[src/rtl/tx_flush_scheduler_if.sv]
// ---------------------------------------------------------------------------
// tx_flush_scheduler_if
//
// Purpose: bundles the payload-in, word-out and flush control signals of the
// TX flush/escape insertion stage so they travel as one port.
//
// Signals:
//   in_enable     global enable; low freezes the scheduler
//   in_data       payload word from the TX lane data source
//   in_valid      payload valid
//   in_ready      payload accepted when in_valid && in_ready
//   flush_req     single-cycle request to force a flush
//   out_data      word towards the lane striper
//   out_valid     out_data holds a word
//   out_ready     striper accepts out_data
//   flush_active  filler sequence in progress
//   flush_done    one-cycle pulse after the last filler word is accepted
//
// Modports:
//   master  source/sink side (drives payload, flush_req, out_ready)
//   slave   scheduler side
// ---------------------------------------------------------------------------
interface tx_flush_scheduler_if #(
   parameter int DATA_W = 64
) ();
   logic              in_enable;
   logic [DATA_W-1:0] in_data;
   logic              in_valid;
   logic              in_ready;
   logic              flush_req;
   logic [DATA_W-1:0] out_data;
   logic              out_valid;
   logic              out_ready;
   logic              flush_active;
   logic              flush_done;

   modport master (
      output in_enable, in_data, in_valid, flush_req, out_ready,
      input  in_ready, out_data, out_valid, flush_active, flush_done
   );

   modport slave (
      input  in_enable, in_data, in_valid, flush_req, out_ready,
      output in_ready, out_data, out_valid, flush_active, flush_done
   );
endinterface

[src/rtl/tx_flush_scheduler.sv]
// ---------------------------------------------------------------------------
// tx_flush_scheduler
//
// Purpose: TX-side escape insertion and flush filler scheduling, sitting
// between the TX lane data source and the lane striper.
//   - A payload word equal to ESC_PACK goes out as ESC_PACK,ESC_PACK.
//   - A payload word equal to FLUSH_PACK goes out unchanged.
//   - Flush filler (FLUSH_PAIRS x ESC_PACK,FLUSH_PACK) is sent after
//     IDLE_TIMEOUT idle cycles on a dirty stream, or on flush_req.
//
// Ports:
//   clk      clock
//   reset_n  synchronous active-low reset
//   bus      tx_flush_scheduler_if.slave (payload in, word out, flush ctl)
//
// The output is one register; ld marks the cycles in which it may be
// (re)written. Everything, including the output register, freezes while
// in_enable is low.
// ---------------------------------------------------------------------------
module tx_flush_scheduler #(
   parameter int                DATA_W       = 64,
   parameter logic [DATA_W-1:0] ESC_PACK     = 64'hFEFE_FEFE_FEFE_FEFE,
   parameter logic [DATA_W-1:0] FLUSH_PACK   = 64'hF7F7_F7F7_F7F7_F7F7,
   parameter int                IDLE_TIMEOUT = 16,
   parameter int                FLUSH_PAIRS  = 2
) (
   input  logic                 clk,
   input  logic                 reset_n,
   tx_flush_scheduler_if.slave  bus
);

   localparam logic [15:0] IDLE_LAST = 16'(IDLE_TIMEOUT - 1);
   localparam logic [3:0]  PAIR_LAST = 4'(FLUSH_PAIRS - 1);

   typedef enum logic [2:0] {
      PASS,      // payload pass-through
      ESC2,      // second half of an escaped payload word
      FL_ESC,    // filler: ESC_PACK of the next pair
      FL_WORD,   // filler: FLUSH_PACK of the current pair
      FL_LAST    // waiting for the final FLUSH_PACK to be accepted
   } state_t;

   state_t            state_reg;
   logic [DATA_W-1:0] out_data_reg;
   logic              out_valid_reg;
   logic              flush_active_reg;
   logic              flush_done_reg;
   logic              dirty_reg;
   logic              flush_pend_reg;
   logic [15:0]       idle_cnt_reg;
   logic [3:0]        pair_cnt_reg;

   logic ld;
   logic in_pass;
   logic flush_go;
   logic in_ready_int;
   logic in_hs;
   logic counting;
   logic timer_hit;

   always_comb begin
      ld           = !out_valid_reg || bus.out_ready;
      in_pass      = (state_reg == PASS);
      // A request seen in PASS is served in the same cycle; elsewhere it is
      // parked in flush_pend so escape pairs and running fills stay whole.
      flush_go     = flush_pend_reg || (bus.flush_req && in_pass);
      in_ready_int = bus.in_enable && in_pass && ld && !flush_go;
      in_hs        = bus.in_valid && in_ready_int;
      counting     = in_pass && dirty_reg && !in_hs;
      timer_hit    = counting && (idle_cnt_reg == IDLE_LAST);
   end

   assign bus.in_ready     = in_ready_int;
   assign bus.out_data     = out_data_reg;
   assign bus.out_valid    = out_valid_reg;
   assign bus.flush_active = flush_active_reg;
   assign bus.flush_done   = flush_done_reg;

   always_ff @(posedge clk) begin
      if (!reset_n) begin
         state_reg        <= PASS;
         out_data_reg     <= '0;
         out_valid_reg    <= 1'b0;
         flush_active_reg <= 1'b0;
         flush_done_reg   <= 1'b0;
         dirty_reg        <= 1'b0;
         flush_pend_reg   <= 1'b0;
         idle_cnt_reg     <= '0;
         pair_cnt_reg     <= '0;
      end else if (bus.in_enable) begin
         flush_done_reg <= 1'b0;

         // Idle timer: counts only on a dirty stream in PASS, saturating.
         if (in_hs) begin
            dirty_reg    <= 1'b1;
            idle_cnt_reg <= '0;
         end else if (counting && (idle_cnt_reg != IDLE_LAST)) begin
            idle_cnt_reg <= idle_cnt_reg + 16'd1;
         end

         // Set here; a flush start below overrides with a clear.
         if (bus.flush_req || timer_hit) begin
            flush_pend_reg <= 1'b1;
         end

         case (state_reg)
            PASS: begin
               if (ld && flush_go) begin
                  out_data_reg     <= ESC_PACK;
                  out_valid_reg    <= 1'b1;
                  pair_cnt_reg     <= '0;
                  flush_active_reg <= 1'b1;
                  flush_pend_reg   <= 1'b0;
                  idle_cnt_reg     <= '0;
                  state_reg        <= FL_WORD;
               end else if (in_hs) begin
                  out_valid_reg <= 1'b1;
                  if (bus.in_data == ESC_PACK) begin
                     out_data_reg <= ESC_PACK;
                     state_reg    <= ESC2;
                  end else begin
                     out_data_reg <= bus.in_data;
                  end
               end else if (ld) begin
                  out_valid_reg <= 1'b0;
               end
            end

            ESC2: begin
               if (ld) begin
                  out_data_reg  <= ESC_PACK;
                  out_valid_reg <= 1'b1;
                  state_reg     <= PASS;
               end
            end

            FL_ESC: begin
               if (ld) begin
                  out_data_reg  <= ESC_PACK;
                  out_valid_reg <= 1'b1;
                  state_reg     <= FL_WORD;
               end
            end

            FL_WORD: begin
               if (ld) begin
                  out_data_reg  <= FLUSH_PACK;
                  out_valid_reg <= 1'b1;
                  if (pair_cnt_reg == PAIR_LAST) begin
                     state_reg <= FL_LAST;
                  end else begin
                     pair_cnt_reg <= pair_cnt_reg + 4'd1;
                     state_reg    <= FL_ESC;
                  end
               end
            end

            FL_LAST: begin
               // New input is only taken from the cycle after completion,
               // so the output register simply empties here.
               if (out_valid_reg && bus.out_ready) begin
                  flush_done_reg   <= 1'b1;
                  flush_active_reg <= 1'b0;
                  dirty_reg        <= 1'b0;
                  idle_cnt_reg     <= '0;
                  out_valid_reg    <= 1'b0;
                  state_reg        <= PASS;
               end
            end

            default: begin
               state_reg <= PASS;
            end
         endcase
      end
   end

endmodule

[src/flat_wrapper.sv]
// flat-port wrapper written by rule: the top's interface ports become plain ports
module tx_flush_scheduler_flat 
#(
   parameter int                DATA_W       = 64,
   parameter logic [DATA_W-1:0] ESC_PACK     = 64'hFEFE_FEFE_FEFE_FEFE,
   parameter logic [DATA_W-1:0] FLUSH_PACK   = 64'hF7F7_F7F7_F7F7_F7F7,
   parameter int                IDLE_TIMEOUT = 16,
   parameter int                FLUSH_PAIRS  = 2
)
  (clk, reset_n, bus_in_enable, bus_in_data, bus_in_valid, bus_flush_req, bus_out_ready, bus_in_ready, bus_out_data, bus_out_valid, bus_flush_active, bus_flush_done);
  tx_flush_scheduler_if #(.DATA_W(DATA_W)) bus_i ();
  input  logic clk;
  input  logic reset_n;
  input wire logic [$bits(bus_i.in_enable)-1:0] bus_in_enable;
  input wire logic [$bits(bus_i.in_data)-1:0] bus_in_data;
  input wire logic [$bits(bus_i.in_valid)-1:0] bus_in_valid;
  input wire logic [$bits(bus_i.flush_req)-1:0] bus_flush_req;
  input wire logic [$bits(bus_i.out_ready)-1:0] bus_out_ready;
  output wire logic [$bits(bus_i.in_ready)-1:0] bus_in_ready;
  output wire logic [$bits(bus_i.out_data)-1:0] bus_out_data;
  output wire logic [$bits(bus_i.out_valid)-1:0] bus_out_valid;
  output wire logic [$bits(bus_i.flush_active)-1:0] bus_flush_active;
  output wire logic [$bits(bus_i.flush_done)-1:0] bus_flush_done;
  assign bus_i.in_enable = bus_in_enable;
  assign bus_i.in_data = bus_in_data;
  assign bus_i.in_valid = bus_in_valid;
  assign bus_i.flush_req = bus_flush_req;
  assign bus_i.out_ready = bus_out_ready;
  assign bus_in_ready = bus_i.in_ready;
  assign bus_out_data = bus_i.out_data;
  assign bus_out_valid = bus_i.out_valid;
  assign bus_flush_active = bus_i.flush_active;
  assign bus_flush_done = bus_i.flush_done;
  tx_flush_scheduler #(.DATA_W(DATA_W), .ESC_PACK(ESC_PACK), .FLUSH_PACK(FLUSH_PACK), .IDLE_TIMEOUT(IDLE_TIMEOUT), .FLUSH_PAIRS(FLUSH_PAIRS)) u_core (.clk(clk), .reset_n(reset_n), .bus(bus_i));
endmodule
[config.mk]
export PLATFORM = sky130hd
export DESIGN_NAME = tx_flush_scheduler_flat
export DESIGN_NICKNAME = d
export VERILOG_FILES = /design/src/rtl/tx_flush_scheduler_if.sv /design/src/rtl/tx_flush_scheduler.sv /design/src/flat_wrapper.sv
export SDC_FILE = /design/constraint.sdc
export NUM_CORES = 1
export LEC_CHECK = 0
export BUFFER_PORTS_ARGS = -buffer_cell sky130_fd_sc_hd__buf_4
export CAP_MARGIN = 15
export CORE_ASPECT_RATIO = 0.7
export CORE_MARGIN = 1
export CORE_UTILIZATION = 30
export CTS_CLUSTER_SIZE = 20
export DETAILED_ROUTE_END_ITERATION = 8
export PLACE_DENSITY = 0.62
export SYNTH_ARGS = -nofsm -noshare
export SYNTH_HDL_FRONTEND = slang
export SYNTH_SLANG_ARGS = --single-unit
[constraint.sdc]
create_clock -name clk -period 2.88 [get_ports clk]
set_clock_uncertainty 0.1 [all_clocks]
set_input_delay 0.288 -clock clk [delete_from_list [all_inputs] [get_ports clk]]
set_output_delay 0.288 -clock clk [all_outputs]
set_load 0.05 [all_outputs]
# Word level (Yosys, flattened, before mapping)
# Cells that the tools add are included.
# classes
reduce_logical	29
add_sub_neg	2
eq_ne	19
n_mux	40
# ops
op	count
two-way mux 64 bit	5
case mux 64 bit (3 select lines)	1
equality test 64 bit (second input constant)	1
two-way mux 16 bit	4
case mux 16 bit (2 select lines)	1
two-way mux 3 bit	8
adder 16 x 1 -> 16 bit (second input constant)	1
equality test 16 x 4 -> 1 bit (second input constant)	1
!= test 16 x 4 -> 1 bit (second input constant)	1
case mux 3 bit (5 select lines)	1
AND reduction 5 bit	3
two-way mux 1 bit	14
two-way mux 4 bit	3
!= test 2 x 1 -> 1 bit (second input constant)	6
logical AND 1 bit	11
case mux 4 bit (2 select lines)	1
AND reduction 7 bit	1
equality test 3 x 2 -> 1 bit (second input constant)	2
!= test 3 bit (second input constant)	2
nonzero test 3 bit	2
adder 4 x 1 -> 4 bit (second input constant)	1
equality test 4 x 1 -> 1 bit (second input constant)	1
!= test 2 bit (second input constant)	2
!= test 4 x 3 -> 1 bit (second input constant)	1
11 further kinds	16
# word_totals
in_bits	70
wordCells	99
output_inout_bits	68
ff_bits	92

# Longest topological paths before layout
# depth
depth_word	13
depth_mapped	9
mapped_depth_nobuf	7

# Least setup slack after synthesis
# Ideal clock, no wire load.
# synth_path
path_kind	register to register
startpoint	register u_core.out_valid_reg (netlist: u_core.bus.out_valid)
endpoint	register u_core.out_data_reg[10] (netlist: u_core.bus.out_data[10])
path_slack_ns	0.624
synth_period_minus_slack_ns	2.256
t_required_ns	2.647
n_path_buf	3
path_stages_with_launch	9
arrival_time_ns	2.024
setup_ns	0.133
cell_sequence	dfxtp_1 nand2b_1 o21ai_0 o21a_1 buf_2 and2_1 buf_2 buf_1 a21oi_1
# synth_between
elab_chain_len	7
word_cells_on_any_way	12
classes_between	eq/ne: 3; mux: 2; reduce/logical: 7
# synth_lines
item	line_no	source
start, declared	tx_flush_scheduler.sv:45	logic out_valid_reg;
start signal, assigned	tx_flush_scheduler.sv:83	out_valid_reg <= 1'b0;
start signal, assigned	tx_flush_scheduler.sv:110	out_valid_reg <= 1'b1;
start signal, assigned	tx_flush_scheduler.sv:117	out_valid_reg <= 1'b1;
zero test 1 bit *	tx_flush_scheduler.sv:62	ld = !out_valid_reg || bus.out_ready;
logical OR 1 bit *	tx_flush_scheduler.sv:62	
logical AND 1 bit (2 in a row)	tx_flush_scheduler.sv:67	in_ready_int = bus.in_enable && in_pass && ld && !flush_go;
logical AND 1 bit	tx_flush_scheduler.sv:68	in_hs = bus.in_valid && in_ready_int;
!= test 3 bit (no line)	n/a	
AND reduction 5 bit (no line)	n/a	
end signal, assigned	tx_flush_scheduler.sv:122	out_data_reg <= bus.in_data;
end, declared	tx_flush_scheduler.sv:44	logic [DATA_W-1:0] out_data_reg;
# Mark *: on every way between the ends. The rest lies on a longest branch, timed or not.
# A chain may end at the register's enable or synchronous reset.

# Final worst setup path
# layout_path
startpoint	register u_core.state_reg[0]
endpoint	register u_core.idle_cnt_reg[1]
# layout_between
elab_chain_len	13
word_cells_on_any_way	19
classes_between	eq/ne: 1; mux: 5; reduce/logical: 13
# layout_lines
item	line_no	source
start, declared	tx_flush_scheduler.sv:43	state_t state_reg;
start signal, assigned	tx_flush_scheduler.sv:81	state_reg <= PASS;
start signal, assigned	tx_flush_scheduler.sv:115	state_reg <= FL_WORD;
start signal, assigned	tx_flush_scheduler.sv:120	state_reg <= ESC2;
zero test 3 bit	tx_flush_scheduler.sv:63, tx_flush_scheduler.sv:106	
logical AND 1 bit	tx_flush_scheduler.sv:66	flush_go = flush_pend_reg || (bus.flush_req && in_pass);
logical OR 1 bit	tx_flush_scheduler.sv:66	
zero test 1 bit	tx_flush_scheduler.sv:67	
logical AND 1 bit	tx_flush_scheduler.sv:67	
logical AND 1 bit	tx_flush_scheduler.sv:68	
zero test 1 bit	tx_flush_scheduler.sv:69	counting = in_pass && dirty_reg && !in_hs;
logical AND 1 bit	tx_flush_scheduler.sv:69	
logical AND 1 bit	tx_flush_scheduler.sv:97	end else if (counting && (idle_cnt_reg != IDLE_LAST)) begin
two-way mux 16 bit	tx_flush_scheduler.sv:97	
two-way mux 16 bit	tx_flush_scheduler.sv:94	if (in_hs) begin
two-way mux 16 bit, on equally long branches	tx_flush_scheduler.sv:161, tx_flush_scheduler.sv:108	
case mux 16 bit (2 select lines) *	tx_flush_scheduler.sv:106	case (state_reg)
end signal, assigned	tx_flush_scheduler.sv:98	idle_cnt_reg <= idle_cnt_reg + 16'd1;
end, declared	tx_flush_scheduler.sv:50	logic [15:0] idle_cnt_reg;
# Marked as above.

==> results.yml <==
outcome:
  status: "complete, no violations"
route:
  drc: 0
  avgRoutedWirePerCell_um: 15.6
  num_vias: 4174
  routed_wl_um: 12700
  dr.first_iter.drc_count: 241
  avgViaCountPerCell: 5.13
  drt_pre_antenna_iters: 5
  ant_nets: 0
synthesis:
  ys_ff_latch: 92
  synth_fp_nets: 576
  synth_seq_area_share_pct: 45.0
  ys_types: 55
  synth_cells: 503
  ys_async_sr_fraction_pct: 0
  syn_avg_cell_area_um2: 8.13
  synthFlopType: "dfxtp_1"
  synth_edf_count: 0
  syn-cell-area_mm2: 0.00409
  yosysWarnings: 0
clocking:
  htree_levels: 3
  numCtsBuffers: 9
  cts_hold_buf: 0
  cts_tree: "done"
  path_clk_slew_ps: 70
  clock-root-buffer: "clkbuf_16"
  clk_latency_ps: 340
  cts_sinks: 92
  post_cts_buffers: 0
  postCtsResizedCells: 0
  clockBufferDepth: 2
timing:
  setup_tns_ps: 0
  post-route-min-period_ps: 2340
  slew_headroom_pct: 44.9
  rsz0062_at_grt: "no"
  period_share_pct: 81.1
  worst_hold_slack_ps: 113
  hold_viol: 0
  setup_violations: 0
  fmax_mhz: 428
  drv_slew: 0
  worst_pin_slew_ps: 819
placed_design:
  dp_hpwl_um: 9320
  port_buffers: 137
  gp_congestion: 0.808
critical_path:
  cp_num_buf_inv: 1
  critPathMaxStageDelay_ps: 550
  cp_max_fo: 10
  worstPathCellList: "or4b_4 > a41oi_2 > buf_4 > nand3_2 > or3b_1 > a21boi_1"
  cp-end-kind: "flip-flop"
  required_ps: 3050
  arrival_ps: 2510
  critPathSlowestCell: "or4b_4"
  cpLargestDelayFamily: "simple AND/OR/NAND/NOR gates"
  rrSetupSlack_ps: 540
  start_kind: "flip-flop"
  path_class: "flip-flop to flip-flop"
pwr:
  p_leak_nw: 2.32
  irDropWorstVdd_mv: 0.330
  powerDensity_mw_per_mm2: 691
finish:
  antenna_cells: 0
  largest_register_ff_count: 64
  drive_gt1_share_pct: 27.5
  area_delta_synth_final_pct: 37.2
  nets: 697
  fillers: 1313
global_routing:
  grt_use_met1_pct: 25.4
  track_usage_pct: 18.0
  busiest_layer: "met2"
  gr-total-overflow: 0
  grt_max_degree: 53
  grt_util_met2_pct: 25.8
  grt_first_pass_wirelength_um: 20200
  use_met3_pct: 5.01
  grt_pass1_vias: 3872
  antenna_found_initial: 0
die:
  initial_core_util_pct: 30.9
  fp.dieArea_mm2: 0.0141
  die_x_um: 142
  ioPinCount: 138
  fp-row-count: 35
  die_height_um: 99.7
  core_mm2: 0.0132
hold_path:
  hold_path_class: "input pin to flip-flop"
flow_run:
  maxCapViolations: 0
-- path summary, 6_finish.rpt --
path,startpoint,to,cells past startpoint
hold / removal,bus_in_data[0],u_core.bus.out_data[0],3
setup reg to reg,u_core.state_reg[0],u_core.idle_cnt_reg[1],6
setup / recovery,u_core.state_reg[0],u_core.idle_cnt_reg[1],6
hold reg to reg,u_core.dirty_reg,u_core.dirty_reg,2
-- power breakdown --
group	total, mW	internal [mW]	leakage [nW]	switching [mW]
combinational	1.10	0.338	1.40	0.764
sequential	1.46	1.39	0.759	0.0724
clock	1.32	0.777	0.162	0.539
-- cell usage in the layout, fill, tap and decap left out, types with 5 or more instances in the layout --
cell type,Yosys,routed
a211oi_1,9,9
a21oi_1,70,70
and3_1,7,7
buf_4,1,146
clkbuf_16,0,9
dfxtp_1,92,92
inv_1,6,6
inv_6,0,5
nand2_1,16,16
nand3_1,15,15
nand4_1,19,19
nand4b_1,7,7
nor2_1,78,78
nor2b_1,6,6
nor4_1,8,8
o21ai_0,67,67
or3_1,8,8
xor2_1,8,8
-- kinds of logic after synthesis --
logic type / count (synthesis) / synth area share (%)
and+or+nand+nor: 184 / 23.7
AOI/OAI and AO/OA: 167 / 22.6
DFF: 92 / 45.0
buffers and inverters: 43 / 4.59
xor gates and xnor gates: 10 / 2.14
muxes: 4 / 0.979
adders and majority gates: 3 / 0.918
-- metal layers --
layer | share of wire, % | vias up
met3 | 7.0 | 26
met1 | 48 | 1957
met4 | 2.6 | 0
met5 | 0 | -
met2 | 42 | 136
li1 | - | 2055
-- Yosys cell counts (all sizes together), types with 3 or more instances --
cell | number | area (um^2)
dfxtp | 92 | 1840
nor2 | 78 | 293
a21oi | 70 | 350
o21ai | 68 | 340
clkbuf | 25 | 93.8
nand4 | 21 | 153
nand2 | 16 | 60.1
nand3 | 16 | 85.1
buf | 12 | 71.3
a211oi | 9 | 67.6
nor4 | 8 | 50.1
or3 | 8 | 50.1
xor2 | 8 | 70.1
and3 | 7 | 43.8
nand4b | 7 | 61.3
inv | 6 | 22.5
nor2b | 6 | 37.5
o21a | 5 | 37.5
mux2i | 4 | 40.0
a21boi | 3 | 22.5
ha | 3 | 37.5
-- final cells by class --
| class | instances | area (um^2) | area share [%] |
|---|---|---|---|
| clock buffer | 9 | 225 | 4.01 |
| timing repair buffer | 147 | 1120 | 19.9 |
| multi-input combinational | 368 | 2070 | 36.9 |
| sequential | 92 | 1840 | 32.8 |
| tap | 185 | 231 | 4.12 |
| inverter | 6 | 22.5 | 0.401 |
| clock inverter | 7 | 104 | 1.85 |
-- worst register-to-register path: stages (launching register included) --
cell      delay [ps]
dfxtp_1          400
or4b_4           550
a41oi_2          360
buf_4            230
nand3_2          120
or3b_1           380
a21boi_1         140
-- metrics by stage --
stage,util [%],total power [mW],cell area [um^2],setup WS [ps],cells
6_report,42.5,3.88,5620,543,814
5_1_grt,42.5,4.04,5620,410,814
4_1_cts,42.5,3.90,5620,532,814
3_5_place_dp,40.0,2.59,5290,468,798
3_3_place_gp,40.0,2.57,5290,548,798
2_1_floorplan,-,2.20,4090,624,503
Power figures use the tool's default switching activity.
